### src/rtl/bus_arb_pkg.sv
// Shared types and constants for the two-requester bus arbiter.
// Contents:
//   arb_state_e  - arbiter FSM states (IDLE, GRANT_1, GRANT_2)
//   SRC_1/SRC_2  - source ids, encoded to match the mux select (0 = source 1)
package bus_arb_pkg;

  typedef enum logic [1:0] {
    IDLE    = 2'd0,
    GRANT_1 = 2'd1,
    GRANT_2 = 2'd2
  } arb_state_e;

  localparam logic SRC_1 = 1'b0;
  localparam logic SRC_2 = 1'b1;

endpackage

### src/rtl/arb_hold_cnt.sv
// Grant hold counter: counts cycles spent in the current grant and saturates
// at HOLD_MAX-1, which marks the point where a waiting requester must be served.
// Parameters:
//   HOLD_MAX - maximum consecutive grant cycles (>= 1)
// Ports:
//   clk     in  - clock, rising edge
//   rst     in  - synchronous active-high reset
//   clear   in  - restart the count at 0 (entry into a grant); wins over en
//   en      in  - count this cycle (arbiter is in a grant state)
//   expired out - counter is saturated at HOLD_MAX-1
module arb_hold_cnt #(
  parameter int HOLD_MAX = 4
) (
  input  logic clk,
  input  logic rst,
  input  logic clear,
  input  logic en,
  output logic expired
);

  localparam int W = (HOLD_MAX > 1) ? $clog2(HOLD_MAX) : 1;
  localparam logic [W-1:0] SAT = W'(HOLD_MAX - 1);

  logic [W-1:0] cnt;

  // NOTE: sequential state is written with non-blocking assignments so every
  // flop samples the pre-edge values of its inputs, independent of block order.
  always_ff @(posedge clk) begin
    if (rst) begin
      cnt <= '0;
    end else if (clear) begin
      cnt <= '0;
    end else if (en && (cnt != SAT)) begin
      cnt <= cnt + W'(1);
    end
  end

  assign expired = (cnt == SAT);

endmodule

### src/rtl/bus_arbiter.sv
// Two-requester round-robin arbiter driving the select of a 4-bit 2:1 bus mux.
// A grant is held for at most HOLD_MAX cycles while the other side waits; an
// idle tie goes to the source that was not served last. All outputs are flops.
// Optional feature: define BUS_ARB_LOCK_EN to add lock_1/lock_2, which let the
// current owner keep the bus past hold expiry while it keeps requesting.
// Parameters:
//   HOLD_MAX  - maximum consecutive grant cycles (>= 1)
// Ports:
//   clk       in  - clock, rising edge
//   rst       in  - synchronous active-high reset
//   req_1     in  - source 1 requests the bus (level)
//   req_2     in  - source 2 requests the bus (level)
//   lock_1    in  - (BUS_ARB_LOCK_EN only) source 1 refuses hold expiry
//   lock_2    in  - (BUS_ARB_LOCK_EN only) source 2 refuses hold expiry
//   gnt_1     out - source 1 owns the bus this cycle
//   gnt_2     out - source 2 owns the bus this cycle
//   sel       out - mux select, 0 = source 1, 1 = source 2; held while idle
//   bus_valid out - mux output carries granted data
module bus_arbiter
  import bus_arb_pkg::*;
#(
  parameter int HOLD_MAX = 4
) (
  input  logic clk,
  input  logic rst,
  input  logic req_1,
  input  logic req_2,
`ifdef BUS_ARB_LOCK_EN
  input  logic lock_1,
  input  logic lock_2,
`endif
  output logic gnt_1,
  output logic gnt_2,
  output logic sel,
  output logic bus_valid
);

  arb_state_e state, next_state;
  logic       last;
  logic       expired;
  logic       hold_1, hold_2;
  logic       cnt_clear, cnt_en;

  // Owner lock only matters while that owner is still requesting, which the
  // next-state logic already checks before looking at expiry.
`ifdef BUS_ARB_LOCK_EN
  assign hold_1 = lock_1;
  assign hold_2 = lock_2;
`else
  assign hold_1 = 1'b0;
  assign hold_2 = 1'b0;
`endif

  // NOTE: every variable driven here gets a default first, so no path through
  // the case can leave it unassigned and infer a latch.
  always_comb begin
    next_state = state;
    unique case (state)
      IDLE: begin
        if (req_1 && req_2) begin
          next_state = (last == SRC_1) ? GRANT_2 : GRANT_1;
        end else if (req_1) begin
          next_state = GRANT_1;
        end else if (req_2) begin
          next_state = GRANT_2;
        end
      end
      GRANT_1: begin
        if (!req_1) begin
          next_state = req_2 ? GRANT_2 : IDLE;
        end else if (expired && req_2 && !hold_1) begin
          next_state = GRANT_2;
        end
      end
      GRANT_2: begin
        if (!req_2) begin
          next_state = req_1 ? GRANT_1 : IDLE;
        end else if (expired && req_1 && !hold_2) begin
          next_state = GRANT_1;
        end
      end
      default: next_state = IDLE;
    endcase
  end

  // A new grant (from IDLE or a handover) restarts the hold count.
  assign cnt_clear = (next_state != state) && (next_state != IDLE);
  assign cnt_en    = (state != IDLE);

  arb_hold_cnt #(
    .HOLD_MAX (HOLD_MAX)
  ) u_hold_cnt (
    .clk     (clk),
    .rst     (rst),
    .clear   (cnt_clear),
    .en      (cnt_en),
    .expired (expired)
  );

  // Outputs are decoded from next_state into flops so they line up with the
  // state register and the mux select cannot glitch.
  always_ff @(posedge clk) begin
    if (rst) begin
      state     <= IDLE;
      last      <= SRC_2;
      gnt_1     <= 1'b0;
      gnt_2     <= 1'b0;
      sel       <= SRC_1;
      bus_valid <= 1'b0;
    end else begin
      state     <= next_state;
      gnt_1     <= (next_state == GRANT_1);
      gnt_2     <= (next_state == GRANT_2);
      bus_valid <= (next_state != IDLE);
      if (next_state == GRANT_1) begin
        sel <= SRC_1;
      end else if (next_state == GRANT_2) begin
        sel <= SRC_2;
      end
      if (cnt_clear) begin
        last <= (next_state == GRANT_2) ? SRC_2 : SRC_1;
      end
    end
  end

endmodule

### config.mk
export PLATFORM = sky130hd
export DESIGN_NAME = bus_arbiter
export DESIGN_NICKNAME = d
export VERILOG_FILES = /design/src/rtl/bus_arb_pkg.sv /design/src/rtl/arb_hold_cnt.sv /design/src/rtl/bus_arbiter.sv
export SDC_FILE = /design/constraint.sdc
export NUM_CORES = 1
export LEC_CHECK = 0
export CORE_AREA = 2 2 40 42
export DETAILED_ROUTE_END_ITERATION = 16
export DIE_AREA = 0 0 42 44
export SYNTH_ARGS = -nofsm -noshare
export SYNTH_HDL_FRONTEND = slang
export SYNTH_SLANG_ARGS = --single-unit
### constraint.sdc
create_clock -name clk -period 1.75 [get_ports clk]
set_input_delay 0.2625 -clock clk [delete_from_list [all_inputs] [get_ports clk]]
set_output_delay 0.2625 -clock clk [all_outputs]
set_load 0.02 [all_outputs]
==> impl_metrics.ini <==
[outcome]
outcome = complete, no violations

[logic_synthesis]
synth_cell_types = 23
synth_top_cells_by_area = dfxtp_1, a21oi_1, nor2_1
synthCells = 46
syn_nets = 51
avgSynthCellArea_um2 = 8.704
seq_area_frac_synth_pct = 45.00
yosysTopAreaCell = dfxtp_1
ys_ff_latch = 9
netlist_area_um2 = 400.4
yosysWarnings = 0
synth.top_cell.area_share_pct = 45.00

[power_and_ir_drop]
clkPwrFrac_pct = 33.5
ir_drop_v = 0.0004635
power_frac_seq_pct = 49.8
p_sw_share_pct = 25.51
internal_power_mw = 0.3444
powerDensity_nw_per_um2 = 901.3
switchingPower_mw = 0.1180
leakage_nw = 0.2006
total_power_mw = 0.4624
p_comb_share_pct = 16.7

[placed_design]
port_buffers = 7
gp_congestion = 0.7652
post-dp-hpwl_um = 565.8

[finish]
mostFrequentLayoutCell = dfxtp_1
area_growth_pct = 28.12
num-nets-final = 62
mostFrequentLayoutCells = dfxtp_1, clkdlybuf4s50_1, nor2_1, a21oi_1, clkbuf_4
drive_gt1_share_pct = 10.71
antenna_cells = 0

[detailed_routing]
finalWirelength_um = 745
vias_per_cell = 4.806
drt_iter0_drc = 8
drt_first_pass_iters = 4
vias = 346
drcViolationCount = 0
wl_per_cell_um = 10.35
ant_nets = 0

[clocking]
cts_setup_buffers = 0
htree_levels = 1
cts_sinks = 9
clock_latency_ns = 0.25
cts_tree = done
cts.clk_slew.worst_paths_ns = 0.06
holdBufCountCts = 0
clock_path_buffers = 2
cts_buffers = 3
cts_resized = 0
cts_root_buf = clkbuf_4

[timing]
rsz0062_at_grt = no
slew_viol_final = 0
finalCritPeriodShare_pct = 82.01
worstMarginPinSlew_ns = 0.3082
maxSlewHeadroom_pct = 79.39
period_minus_slack_ns = 1.435
hold_viol_final = 0
finalSetupTns_ns = 0
setup_violations = 0
final.setup_skew_ns = 0.001618
fmax_mhz = 696.8

[min_path]
hp-start = sel
hold_class = reg2reg

[setup_path]
r2r_start = u_hold_cnt.cnt[0]
slowest_delay_ns = 0.60
critPathBufInv = 1
path_class = reg2out
cp_slowest_cell = clkdlybuf4s50_1
arrival_ns = 1.17
crit_family = buffers and inverters
worstPathRequired_ns = 1.49
crit_chain = clkdlybuf4s50_1
crit_path_start = sel
end_kind = output port
path_max_fanout = 2
cp-start-kind = flop

[die]
die_y_um = 44
start_util_pct = 28.22
coreArea_um2 = 1419
rows = 14
die_x_um = 42
dieArea_um2 = 1848
pin_count = 8

[global_routing]
overflow = 0
grt_usage_pct = 9.250
grt_antenna_before_repair = 0
grt_pass1_wl_mm = 1.255
grt_max_degree = 9
grt_pass1_vias = 306

[flow_run]
drv_cap = 0
worst reg2reg max path, cell delays in order, from the launching register on:
cell,delay [ns]
dfxtp_1,0.33
ha_1,0.29
a21o_1,0.20
nand2_1,0.06
nand4_1,0.19
a211oi_2,0.26
sequential cells by signal, summed over array words and instances (netlist names):
name and flops:
state 2, u_hold_cnt.cnt 2, bus_valid 1, gnt_1 1, gnt_2 1, last 1, sel 1
final timing paths:
path	endpoint	slack (ns)	depth (start not counted)
setup / recovery	sel	0.31	1
hold / removal	sel	0.46	2
setup reg to reg	sel	0.35	5
hold reg to reg	sel	0.46	2
power groups by stage:
stage	Combinational (mW)	Clock, mW	Sequential (mW)
2_1_floorplan	0.0404	0	0.241
3_3_place_gp	0.0781	0	0.234
3_5_place_dp	0.0779	0	0.234
4_1_cts	0.0780	0.160	0.230
5_1_grt	0.0866	0.172	0.231
6_report	0.0773	0.155	0.230
cell families (layout without fill, tap and decap cells):
logic type	count (synthesis)	in the layout	share of synthesized area, %
AOI/OAI and AO/OA	12	12	17.81
and+or+nand+nor	21	21	30.00
adders and majority gates	1	1	3.125
xor gates and xnor gates	1	1	2.188
DFF	9	9	45.00
buffers and inverters	2	12	1.873
layer usage:
layer / part of all wire [%] / vias to the layer above / track usage, %
li1: - / 187 / -
met1: 53 / 156 / 12.37
met2: 44 / 3 / 12.19
met3: 2.7 / 0 / 2.500
met4: 0 / 0 / 7.742
met5: 0 / - / 0
synthesized netlist by cell type:
cell type and number:
dfxtp_1 9, nor2b_1 1, nand3b_1 2, a21oi_1 5, o21ai_1 2, nand4_1 2, a21o_1 1, nand2_1 2
and4_1 1, or2b_1 1, xnor2_1 1, o21ai_0 2, and3b_1 1, buf_1 1, a31oi_1 1, nor2b_2 1
nor2_2 1, a211oi_2 1, nor2_1 6, nand3_1 2, ha_1 1, inv_1 1, nand2b_1 1
area by class of cell:
type                    instances  area, um^2
repair buffers                  7       70.07
inverters                       1       3.754
multi-input cells              35       212.7
clock buffers                   4       26.28
fillers                       139       905.9
flip-flops and latches          9       180.2
well taps                      16       20.02
stage by stage:
step	area (um^2)	utilization, %	worst slack, ns	instances	hold WS (ns)
6_report	513.0	36.16	0.3149	72	0.4632
5_1_grt	513.0	36.16	0.2405	72	0.4883
4_1_cts	513.0	36.16	0.3075	72	0.4650
3_5_place_dp	486.7	34.30	0.1588	68	0.4556
3_3_place_gp	486.7	34.30	0.1459	68	0.4493
2_1_floorplan	400.4	-	0.5009	46	0.4368
No activity file was read; power rests on OpenSTA's default activity.
==> edit (same settings) <==
`HOLD_MAX` is set to 4 in 2 places; all go to 2.
--- a/src/rtl/arb_hold_cnt.sv
+++ b/src/rtl/arb_hold_cnt.sv
@@ -11,3 +11,3 @@
 module arb_hold_cnt #(
-  parameter int HOLD_MAX = 4
+  parameter int HOLD_MAX = 2
 ) (
--- a/src/rtl/bus_arbiter.sv
+++ b/src/rtl/bus_arbiter.sv
@@ -21,3 +21,3 @@
 #(
-  parameter int HOLD_MAX = 4
+  parameter int HOLD_MAX = 2
 ) (
Behaviour: not the same (a bounded check fails within 4 cycles, from zero or initial values and one cycle with rst high).
==> edit against the original RTL <==
Total power fell by 7.7%. Sequential power is 7% lower. Final area shrank 12%. Routed wire length down 10%. Worst setup slack worse by 0.037 ns. Via count down 10%. Area after synthesis down 16%. Clock power shrank 14%. Maximum frequency decreased by 2.5%. Sequential cell count is 1 lower. Largest cell class unchanged.
==> edit: results (changes against the original RTL) <==
| Metric | Value |
|---|---|
| First-pass GRT wire length | 1080 um (-14%) |
| Library cells used by synthesis | 17 (-26%) |
| CP Max Fanout | 3 (+1) |
| Total track usage | 8.03% (-1.2 points) |
| Period utilization | 84.1% (+2.1 points) |
| Post-synth top cells | dfxtp_1 (8), nand2_1 (7), nor2_1 (5) |
| Share of cells above drive strength 1 | 14.0% (+3.3 points) |
| Hold wc startpoint | sel |
| M2 GR Usage | 13.8% (+1.6 points) |
| Final Skew | 0.00635 ns (+0.00473 ns) |
| M1 GR Usage | 8.08% (-4.3 points) |
| Status | completed |
| Ranking of synthesized cells by area | dfxtp_1 (48%), nand2_1 (7.8%), nor2_1 (5.6%), o21ai_1 (4.5%), o211ai_1 (4.5%) |
| R2R setup slack | 0.56 ns (+0.21 ns) |
| H-tree depth | 1 (unchanged) |
| Max reg flops | 2 |
| Crit path DAT | 1.21 ns (+0.04 ns) |
| Final HPWL DP | 530 um (-6.3%) |
| Root Driver | clkbuf_4 |
| Syn nets | 44 (-14%) |
| Min-Delay Endpoint | sel |
| Largest net degree at the start of global routing | 8 (-1) |
| Worst-case reg-to-reg path depth | 4 (-1) |
| Yosys warns | 0 (unchanged) |
| Fillers | 154 (+11%) |
| Pre-Repair DR Iteration Count | 4 (unchanged) |
| Total wire length | 669 um (-10%) |
| Clock-pin slew on the worst setup and hold paths | 0.05 ns |
| Origin of the critical flop-to-flop path | last |
| Placement Cell Area | 427 um2 (-12%) |
| Worst hold margin | 0.499 ns (+0.0356 ns) |
| Routed vias | 311 (-10%) |
| GP Congestion | 0.804 (+5.1%) |
| Post-synthesis sequential area ratio | 47.6% (+2.6 points) |
| Grt met3 use | 1.67% (-0.83 points) |
| DR iter-0 viols | 9 (+1) |
| Dpl ws | 0.378 ns (+0.219 ns) |
| Worst vdd ir | 247 uV (-47%) |
| Final nets | 56 (-9.7%) |
| Leakage Power | 0.000166 uW (-17%) |
| Most flop-heavy register | state |
| Cell with the most instances after synthesis | dfxtp_1 |
| Vias in the first global route | 290 (-5.2%) |
| Slew @ Worst Pin | 0.245 ns (-0.0628 ns) |
edit: cell types whose count changed after synthesis, sizes merged, moves of 2 or more:
cell and change:
nand2 +5, a21oi -3, o211ai +3, nand3 -2
nand3b -2, nor2 -2
edit: cell families (layout without fill, tap and decap cells):
kind of cell | Yosys count | in the layout | synth area share, %
buf+inv | 2 | 12 | 2.23
simple gates | 16 | 16 | 20.8
compound gates | 14 | 14 | 29.4
flops | 8 | 8 | 47.6
edit: layer usage:
metal  part of all wire, %  routed length [um]
met1                    47                 317
met2                    51                 343
met3                   1.2                   8
met4                     0                   0
met5                     0                   0
edit: worst max path at each step:
stage                     cells past startpoint  slack (ns)   from  endpoint
after floorplan                               4        0.72   last       sel
after global placement                        4        0.38  req_1       sel
after detailed placement                      4        0.38  req_1       sel
after CTS                                     1        0.26    sel       sel
after global routing                          1        0.22    sel       sel
final                                         1        0.28    sel       sel
edit: where the power goes:
group	internal, uW	switching [uW]
combinational	39.3	40.9
sequential	197	15.5
clock	78.0	55.6
edit: final cells by class:
| cell class | count | area [um2] | area share [%] |
|---|---|---|---|
| tap | 16 | 20.0 | 4.46 |
| clock buffer | 3 | 22.5 | 5.01 |
| inverter | 2 | 7.51 | 1.67 |
| multi-input combinational | 30 | 169 | 37.6 |
| sequential | 8 | 160 | 35.7 |
| timing repair buffer | 7 | 70.1 | 15.6 |
edit: through the flow:
stage / utilization (%) / std cells
after floorplan: - / 40
final: 31.7 / 66
after detailed placement: 30.1 / 63
after global routing: 31.7 / 66
after global placement: 30.1 / 63
after CTS: 31.7 / 66
